`config.mk`:
```
export PLATFORM = sky130hd
export DESIGN_NAME = direction_ctrl
export DESIGN_NICKNAME = d
export VERILOG_FILES = /design/src/rtl/pacman_pkg.sv /design/src/rtl/btn_edge_prio.sv /design/src/rtl/direction_ctrl.sv
export SDC_FILE = /design/constraint.sdc
export NUM_CORES = 1
export LEC_CHECK = 0
export CAP_MARGIN = 20
export CORE_UTILIZATION = 49
export CTS_CLUSTER_SIZE = 14
export DETAILED_ROUTE_END_ITERATION = 10
export GPL_TIMING_DRIVEN = 0
export HOLD_SLACK_MARGIN = 0.15
export PLACE_DENSITY = 0.86
export SYNTH_ARGS = -nofsm -noshare
export SYNTH_HDL_FRONTEND = slang
export SYNTH_SLANG_ARGS = --single-unit
```
`constraint.sdc`:
```
create_clock -name clk -period 5.2 [get_ports clk]
set_input_delay 1.04 -clock clk [delete_from_list [all_inputs] [get_ports clk]]
set_output_delay 1.04 -clock clk [all_outputs]
set_load 0.005 [all_outputs]
```
`src/rtl/pacman_pkg.sv`:
```
// pacman_pkg: direction encodings, FSM state type and direction helpers shared by the movement logic
package pacman_pkg;
    localparam logic [3:0] DIR_NONE  = 4'b0000;
    localparam logic [3:0] DIR_LEFT  = 4'b0001;
    localparam logic [3:0] DIR_RIGHT = 4'b0010;
    localparam logic [3:0] DIR_UP    = 4'b0100;
    localparam logic [3:0] DIR_DOWN  = 4'b1000;

    typedef enum logic [1:0] {
        IDLE    = 2'd0,
        MOVING  = 2'd1,
        BLOCKED = 2'd2
    } state_t;

    // Swaps left<->right and up<->down; 0 maps to 0.
    function automatic logic [3:0] opposite_dir(input logic [3:0] d);
        return {d[2], d[3], d[0], d[1]};
    endfunction
endpackage

```
`src/rtl/btn_edge_prio.sv`:
```
// btn_edge_prio: detects button rising edges and priority-encodes them (left>right>up>down)
//  clk, rst      clock, async active-high reset
//  btn[3:0]      synchronised button levels
//  press[3:0]    one-hot highest-priority new press, 0 if none
//  press_valid   1 when any button rose this cycle
module btn_edge_prio
    import pacman_pkg::*;
(
    input  logic       clk,
    input  logic       rst,
    input  logic [3:0] btn,
    output logic [3:0] press,
    output logic       press_valid
);
    logic [3:0] btn_prev;
    logic [3:0] rise;

    always_ff @(posedge clk or posedge rst)
        if (rst) btn_prev <= '0;
        else     btn_prev <= btn;

    always_comb begin
        rise        = btn & ~btn_prev;
        press_valid = |rise;
        press       = rise[0] ? DIR_LEFT  :
                      rise[1] ? DIR_RIGHT :
                      rise[2] ? DIR_UP    :
                      rise[3] ? DIR_DOWN  : DIR_NONE;
    end
endmodule

```
`src/rtl/direction_ctrl.sv`:
```
// direction_ctrl: buffers turn requests, commits legal turns per frame and strobes one move per frame
//  clk, rst             clock, async active-high reset
//  frame_tick           one-cycle pulse per game frame
//  btn[3:0]             button levels [0]=left [1]=right [2]=up [3]=down
//  xpos, ypos           sprite position, used for tile alignment of perpendicular turns
//  legal_moves[3:0]     legality of each direction at the current position
//  curr_direction[3:0]  committed direction (one-hot or 0)
//  pending_dir[3:0]     buffered request (one-hot or 0)
//  move_en              one-cycle step strobe, the cycle after a frame_tick
//  blocked              committed direction is currently illegal
module direction_ctrl
    import pacman_pkg::*;
#(
    parameter int BUFFER_FRAMES = 8,
    parameter int TILE_BITS     = 3
) (
    input  logic       clk,
    input  logic       rst,
    input  logic       frame_tick,
    input  logic [3:0] btn,
    input  logic [9:0] xpos,
    input  logic [9:0] ypos,
    input  logic [3:0] legal_moves,
    output logic [3:0] curr_direction,
    output logic [3:0] pending_dir,
    output logic       move_en,
    output logic       blocked
);
    localparam logic [9:0] TILE_MASK = 10'((1 << TILE_BITS) - 1);

    logic [3:0] press;
    logic       press_valid;
    state_t     state;
    logic [7:0] age;
    logic [7:0] age_n;
    logic       aligned;
    logic       do_commit;
    logic [3:0] d_next;

    btn_edge_prio u_edge (
        .clk         (clk),
        .rst         (rst),
        .btn         (btn),
        .press       (press),
        .press_valid (press_valid)
    );

    always_comb begin
        aligned   = ((xpos | ypos) & TILE_MASK) == '0;
        // A legal pending request implies it is non-zero.
        do_commit = ((pending_dir & legal_moves) != '0) && (pending_dir != curr_direction) &&
                    ((curr_direction == DIR_NONE) || (pending_dir == opposite_dir(curr_direction)) || aligned);
        d_next    = do_commit ? pending_dir : curr_direction;
        age_n     = age + 8'd1;
    end

    assign blocked = (state == BLOCKED);

    always_ff @(posedge clk or posedge rst)
        if (rst) begin
            curr_direction <= DIR_NONE;
            pending_dir    <= DIR_NONE;
            move_en        <= 1'b0;
            age            <= '0;
            state          <= IDLE;
        end else begin
            move_en <= 1'b0;
            if (frame_tick) begin
                curr_direction <= d_next;
                state   <= (d_next == DIR_NONE) ? IDLE : ((d_next & legal_moves) != '0) ? MOVING : BLOCKED;
                move_en <= (d_next & legal_moves) != '0;
                if (pending_dir != DIR_NONE) begin
                    age <= age_n;
                    if (do_commit || pending_dir == curr_direction || age_n >= 8'(BUFFER_FRAMES))
                        pending_dir <= DIR_NONE;
                end
            end
            // A fresh press wins over any clear or expiry in the same cycle.
            if (press_valid) begin
                pending_dir <= press;
                age         <= '0;
            end
        end
endmodule
```
==> run summary, run 1 <==
Outcome -> completed
Crit share post-route -> 0.5175
DR iter-0 viols -> 39
# hold bufs at CTS -> 0
Total clock sinks -> 23
Synth top area share -> 0.4577
Register area -> 575.6 um^2
Least-Margin Pin Slew -> 0.8446 ns
Chip Width -> 52.66 um
DRC viols -> 0
Fillers -> 188
H-Tree Depth -> 1
Initial antenna violation count -> 0
Worst Path Max Fanout -> 5
Commonest non-fill, non-tap cell in the layout -> clkdlybuf4s50_1
Die H -> 52.66 um
Dpl hpwl -> 2123 um
Cell area after layout -> 1579 um^2
Fmax -> 371.6 MHz
Setup WS pre-CTS -> 2.161 ns
Clk buf depth -> 2
Mapped Nets -> 158
Pwr/cell area -> 353.9 nW/um^2
PortBufs -> 26
Leading area contributor after synthesis -> dfrtp_1
Min Tclk post-route -> 2.691 ns
Synthesis-to-finish area growth -> 25.57%
Synthesized area per cell -> 9.980 um^2
DIE AREA -> 2773 um^2
Synth cell types -> 35
Routed wire per std cell -> 15.45 um
Layout cells sized above 1 -> 0.07051
Seq/Total Area, Yosys -> 0.4577
CTS Buf Count -> 3
Area of the mapped netlist -> 1257 um^2
Number of synthesized flops with an enable pin -> 0
Post-CTS sizing -> 0
Diode count -> 0
CP endpoint kind -> flop
Post-route setup slack -> 2.509 ns
Worst hold path class -> flop to flop
Worst relative slew slack -> 0.4363
Commonest cells after routing, fill and taps aside -> 26 x clkdlybuf4s50_1, 23 x dfrtp_1, 11 x nor2_1, 11 x nand2_1
Internal power -> 0.3587 mW
Setup TNS -> 0 ns
Post-synthesis cell count -> 126
Drt pass-1 iters -> 4
Via count -> 1069
Setup CP Type -> input pin to flop
RSZ-0062 raised after global routing -> no
Max-Cap Viols -> 0
Cell Area, Placed -> 1553 um^2
Clock power share -> 0.152
Top cells by area, synth -> dfrtp_1 46%, xnor2_1 5.6%, xor2_1 5.6%
Reg power frac -> 0.443
P_leak -> 0.6602 nW
Util after Layout -> 0.6811
I/O pin cnt -> 41
Gpl congestion -> 0.8082
Synth Flop Type -> dfrtp_1
Worst VDD drop -> 0.2683 mV
Setup crit start kind -> input pin
Final setup viols -> 0
Global Route Usage Sum -> 0.2295
Nets -> 189
Global-route wire length before repair -> 4623 um
TritonCTS clock tree -> yes
CORE AREA -> 2318 um^2
Starting Density -> 0.5424
Footprint of the multi-input gates -> 645.6 um^2
Synth Register Bits -> 23
Net Sw Power -> 0.2001 mW
Final Max Slew Viols -> 0
Post-CTS Setup Inserts -> 0
WP data arrival -> 2.90 ns
Warnings from Yosys -> 0
Clk slew on worst S/H paths -> 0.14 ns
Comb power frac -> 0.404
Worst endpoint required time -> 5.41 ns
Largest net degree at the start of global routing -> 24
Sw frac -> 0.3581
Final WL -> 2843 um
Vias in the first global route -> 1050
Core Rows -> 17
Grt ovf -> 0
Hold Fails Final Rpt -> 0
Final Skew -> 0.009821 ns
Vias per std cell -> 5.810
Clock latency on the worst-skew pair -> 0.31 ns
CTS Root Cell -> clkbuf_4
Routed Antenna Nets -> 0
Async S/R FF share, synth -> 1.000
power groups by stage:
| stage | sequential, mW | combinational, mW | clock [mW] |
|---|---|---|---|
| 6_report | 0.248 | 0.226 | 0.0850 |
| 3_3_place_gp | 0.248 | 0.211 | 0 |
| 3_5_place_dp | 0.251 | 0.223 | 0 |
| 2_1_floorplan | 0.244 | 0.135 | 0 |
| 4_1_cts | 0.247 | 0.225 | 0.0851 |
| 5_1_grt | 0.252 | 0.244 | 0.0900 |
routing by layer:
layer  GRT usage  share of wire  vias to the layer above
met5           0              0                        -
met4     0.06579         0.0088                        0
met3     0.04058          0.043                        6
met2      0.4093           0.52                       40
met1      0.2787           0.43                      520
li1            -              -                      503
layout make-up:
class	instances	share of cell area
buffer	3	0.008716
clock buffer	4	0.01664
inverter	6	0.01426
multi-input combinational	94	0.4089
sequential	23	0.3645
tap	28	0.02219
timing repair buffer	26	0.1648
worst paths after layout:
check                                  start           endpoint  slack [ns]  cells past startpoint
min in group asynchronous                rst  curr_direction[3]        1.19                      2
min reg2reg                         state[1]           state[1]        0.51                      1
max in group asynchronous                rst             age[6]        3.49                      2
max reg2reg                curr_direction[0]  curr_direction[0]        3.21                      4
max                                  ypos[1]  curr_direction[0]        2.51                      6
min                                 state[1]           state[1]        0.51                      1
worst max-delay path, cell delays in order:
cell	delay (ns)
clkdlybuf4s50_1	0.40
or4_1	0.53
nor3_2	0.23
o311ai_4	0.16
nor2_4	0.19
mux2_1	0.35
registers in the layout, indices dropped and copies added (netlist names):
| signal | count |
|---|---|
| curr_direction | 4 |
| state | 2 |
| move_en | 1 |
| u_edge.btn_prev | 4 |
| pending_dir | 4 |
| age | 8 |
kinds of logic after synthesis:
group | share of synthesized area
simple gates | 0.2229
flops | 0.4577
mux | 0.03582
buf+inv | 0.02885
compound gates | 0.1333
fa+ha+maj | 0.009949
xor+xnor | 0.1114
metrics by stage:
stage | hold WS (ns) | instances | total power [mW]
after global routing | 0.5244 | 184 | 0.5868
after floorplan | 0.4649 | 126 | 0.3790
after global placement | 0.4822 | 180 | 0.4593
after detailed placement | 0.4883 | 180 | 0.4738
final | 0.5130 | 184 | 0.5588
after CTS | 0.5180 | 184 | 0.5570
Yosys cell counts (all sizes together), types with 3 or more instances:
cell    number
inv          6
nand2b       3
nor2b        6
a21oi        4
xnor2        8
a22oi        4
xor2         8
mux2         4
dfrtp       23
nand4        3
nor4         3
o21ai        3
o31ai        3
nor2        13
nand2       11
nand3        3
(Power assumes the default switching activity.)
==> run 2: changes to the inputs <==
--- a/config.mk
+++ b/config.mk
@@ -6,12 +6,12 @@
 export NUM_CORES = 1
 export LEC_CHECK = 0
 export CAP_MARGIN = 20
-export CORE_UTILIZATION = 49
+export CORE_UTILIZATION = 45
 export CTS_CLUSTER_SIZE = 14
 export DETAILED_ROUTE_END_ITERATION = 10
 export GPL_TIMING_DRIVEN = 0
 export HOLD_SLACK_MARGIN = 0.15
-export PLACE_DENSITY = 0.86
+export PLACE_DENSITY = 0.8
 export SYNTH_ARGS = -nofsm -noshare
 export SYNTH_HDL_FRONTEND = slang
 export SYNTH_SLANG_ARGS = --single-unit
==> constraint.sdc (replaced) <==
create_clock -name clk -period 2.6 [get_ports clk]
set_input_delay 0.52 -clock clk [delete_from_list [all_inputs] [get_ports clk]]
set_output_delay 0.52 -clock clk [all_outputs]
set_load 0.005 [all_outputs]
==> run summary, run 2 (synthesis results as in run 1) <==
Outcome -> completed
Core Rows -> 18
Setup CP Type -> input pin to flop
Setup TNS -> 0 ns
Net Sw Power -> 0.3790 mW
Gpl congestion -> 0.7810
Crit share post-route -> 0.8359
Hold path start -> state[1]
Routed wire per std cell -> 13.82 um
Chip Width -> 54.86 um
H-Tree Depth -> 1
Tot Pwr -> 1.096 mW
CTS Buf Count -> 3
Final Non-Filler Cells -> 186
Commonest non-fill, non-tap cell in the layout -> clkdlybuf4s50_1
Commonest cells after routing, fill and taps aside -> 26 x clkdlybuf4s50_1, 23 x dfrtp_1, 11 x nor2_1, 11 x nand2_1
CORE AREA -> 2567 um^2
Cell Chain, Critical Path -> clkdlybuf4s50_1 -> or4_1 -> nor3_2 -> o311ai_4 -> nor2_4 -> mux2_1
Buffers & Inverters on Critical Path -> 1
Fillers -> 227
Total clock sinks -> 23
Register area -> 575.6 um^2
R2R depth -> 4
Crit path max-delay family -> simple AND/OR/NAND/NOR gates
Endpoint, Worst Hold -> state[1]
Largest register FFs -> 8
Post-CTS sizing -> 0
Grt ovf -> 0
Fmax -> 460.1 MHz
Starting Density -> 0.4898
Clk buf depth -> 2
I/O pin cnt -> 41
Worst path max stage delay -> 0.53 ns
Clk slew on worst S/H paths -> 0.12 ns
Global Route Usage Sum -> 0.1949
Dpl hpwl -> 2009 um
Hold Path Depth -> 1
WP data arrival -> 2.37 ns
Clock latency on the worst-skew pair -> 0.31 ns
Routed Antenna Nets -> 0
Reg power frac -> 0.451
Worst relative slew slack -> 0.4308
TritonCTS clock tree -> yes
Diode count -> 0
Internal power -> 0.7172 mW
Initial antenna violation count -> 0
Die H -> 54.86 um
Worst VDD drop -> 0.6194 mV
Final Skew -> 0.008298 ns
# hold bufs at CTS -> 0
Setup crit start kind -> input pin
Placed Cells -> 182
Vias in the first global route -> 928
Hold Fails Final Rpt -> 0
Worst endpoint required time -> 2.79 ns
Vias per std cell -> 5.548
Drt pass-1 iters -> 4
Worst Path Max Fanout -> 5
DR iter-0 viols -> 15
Least-Margin Pin Slew -> 0.8529 ns
PortBufs -> 26
P_leak -> 0.6602 nW
Worst hold path class -> flop to flop
RSZ-0062 raised after global routing -> no
Comb power frac -> 0.401
Min Tclk post-route -> 2.173 ns
Sw frac -> 0.3458
CTS Root Cell -> clkbuf_4
Final setup viols -> 0
Layout cells sized above 1 -> 0.07051
Via count -> 1032
Largest register by flop count -> age
Final Max Slew Viols -> 0
R2r setup slk -> 0.61 ns
Setup WS pre-CTS -> 0.07689 ns
RR Endpoint -> curr_direction[3]
Post-CTS Setup Inserts -> 0
DRC viols -> 0
DIE AREA -> 3010 um^2
Largest net degree at the start of global routing -> 24
R2r startpoint -> curr_direction[0]
Final WL -> 2570 um
Nets -> 189
Global-route wire length before repair -> 4133 um
Pwr/cell area -> 693.2 nW/um^2
Highest-delay cell along the critical path -> or4_1
Post-route setup slack -> 0.4267 ns
CP endpoint kind -> flop
Footprint of the multi-input gates -> 645.6 um^2
Synthesis-to-finish area growth -> 25.77%
Max-Cap Viols -> 0
Clock power share -> 0.148
[run 2: per-stage QoR]
step,hold slack (ns),cell area [um^2],util
after floorplan,0.4649,1257,-
after CTS,0.5182,1582,0.6160
final,0.5189,1582,0.6160
after detailed placement,0.4907,1555,0.6058
after global placement,0.4823,1555,0.6058
after global routing,0.5713,1582,0.6160
[run 2: how the worst max path moves through the flow]
stage	from	endpoint	slack (ns)	cells after the start
2_1_floorplan	ypos[1]	curr_direction[0]	0.65	5
3_3_place_gp	ypos[1]	curr_direction[3]	0.16	6
3_5_place_dp	ypos[1]	curr_direction[3]	0.08	6
4_1_cts	ypos[1]	curr_direction[3]	0.40	6
5_1_grt	ypos[1]	curr_direction[3]	0.36	6
6_report	ypos[1]	curr_direction[3]	0.43	6
[run 2: layout make-up]
class / count / share of cell area
plain buffers: 3 / 0.008703
clock buffers: 4 / 0.01661
inverters: 6 / 0.01424
multi-input cells: 94 / 0.4082
flip-flops and latches: 23 / 0.3639
well taps: 30 / 0.02373
repair buffers: 26 / 0.1646
[run 2: metal layers]
| layer | wire [um] | track usage | vias up |
|---|---|---|---|
| met5 | 0 | 0 | - |
| li1 | - | - | 506 |
| met2 | 1261 | 0.3052 | 22 |
| met1 | 1206 | 0.2671 | 502 |
| met3 | 86 | 0.04722 | 2 |
| met4 | 15 | 0.04701 | 0 |
[run 2: worst reg2reg max path, cell delays in order (launching register included)]
cell and delay [ns]:
dfrtp_1 0.47, nor4_1 0.65, o311ai_4 0.23, nor2_4 0.18, mux2_1 0.35
[run 2: power by group through the flow]
stage                     Sequential [mW]  Combinational [mW]  Clock (mW)
after CTS                           0.492               0.443       0.166
after global routing                0.505               0.484       0.177
after detailed placement            0.501               0.441           0
after floorplan                     0.488               0.270           0
after global placement              0.497               0.425           0
final                               0.494               0.440       0.163
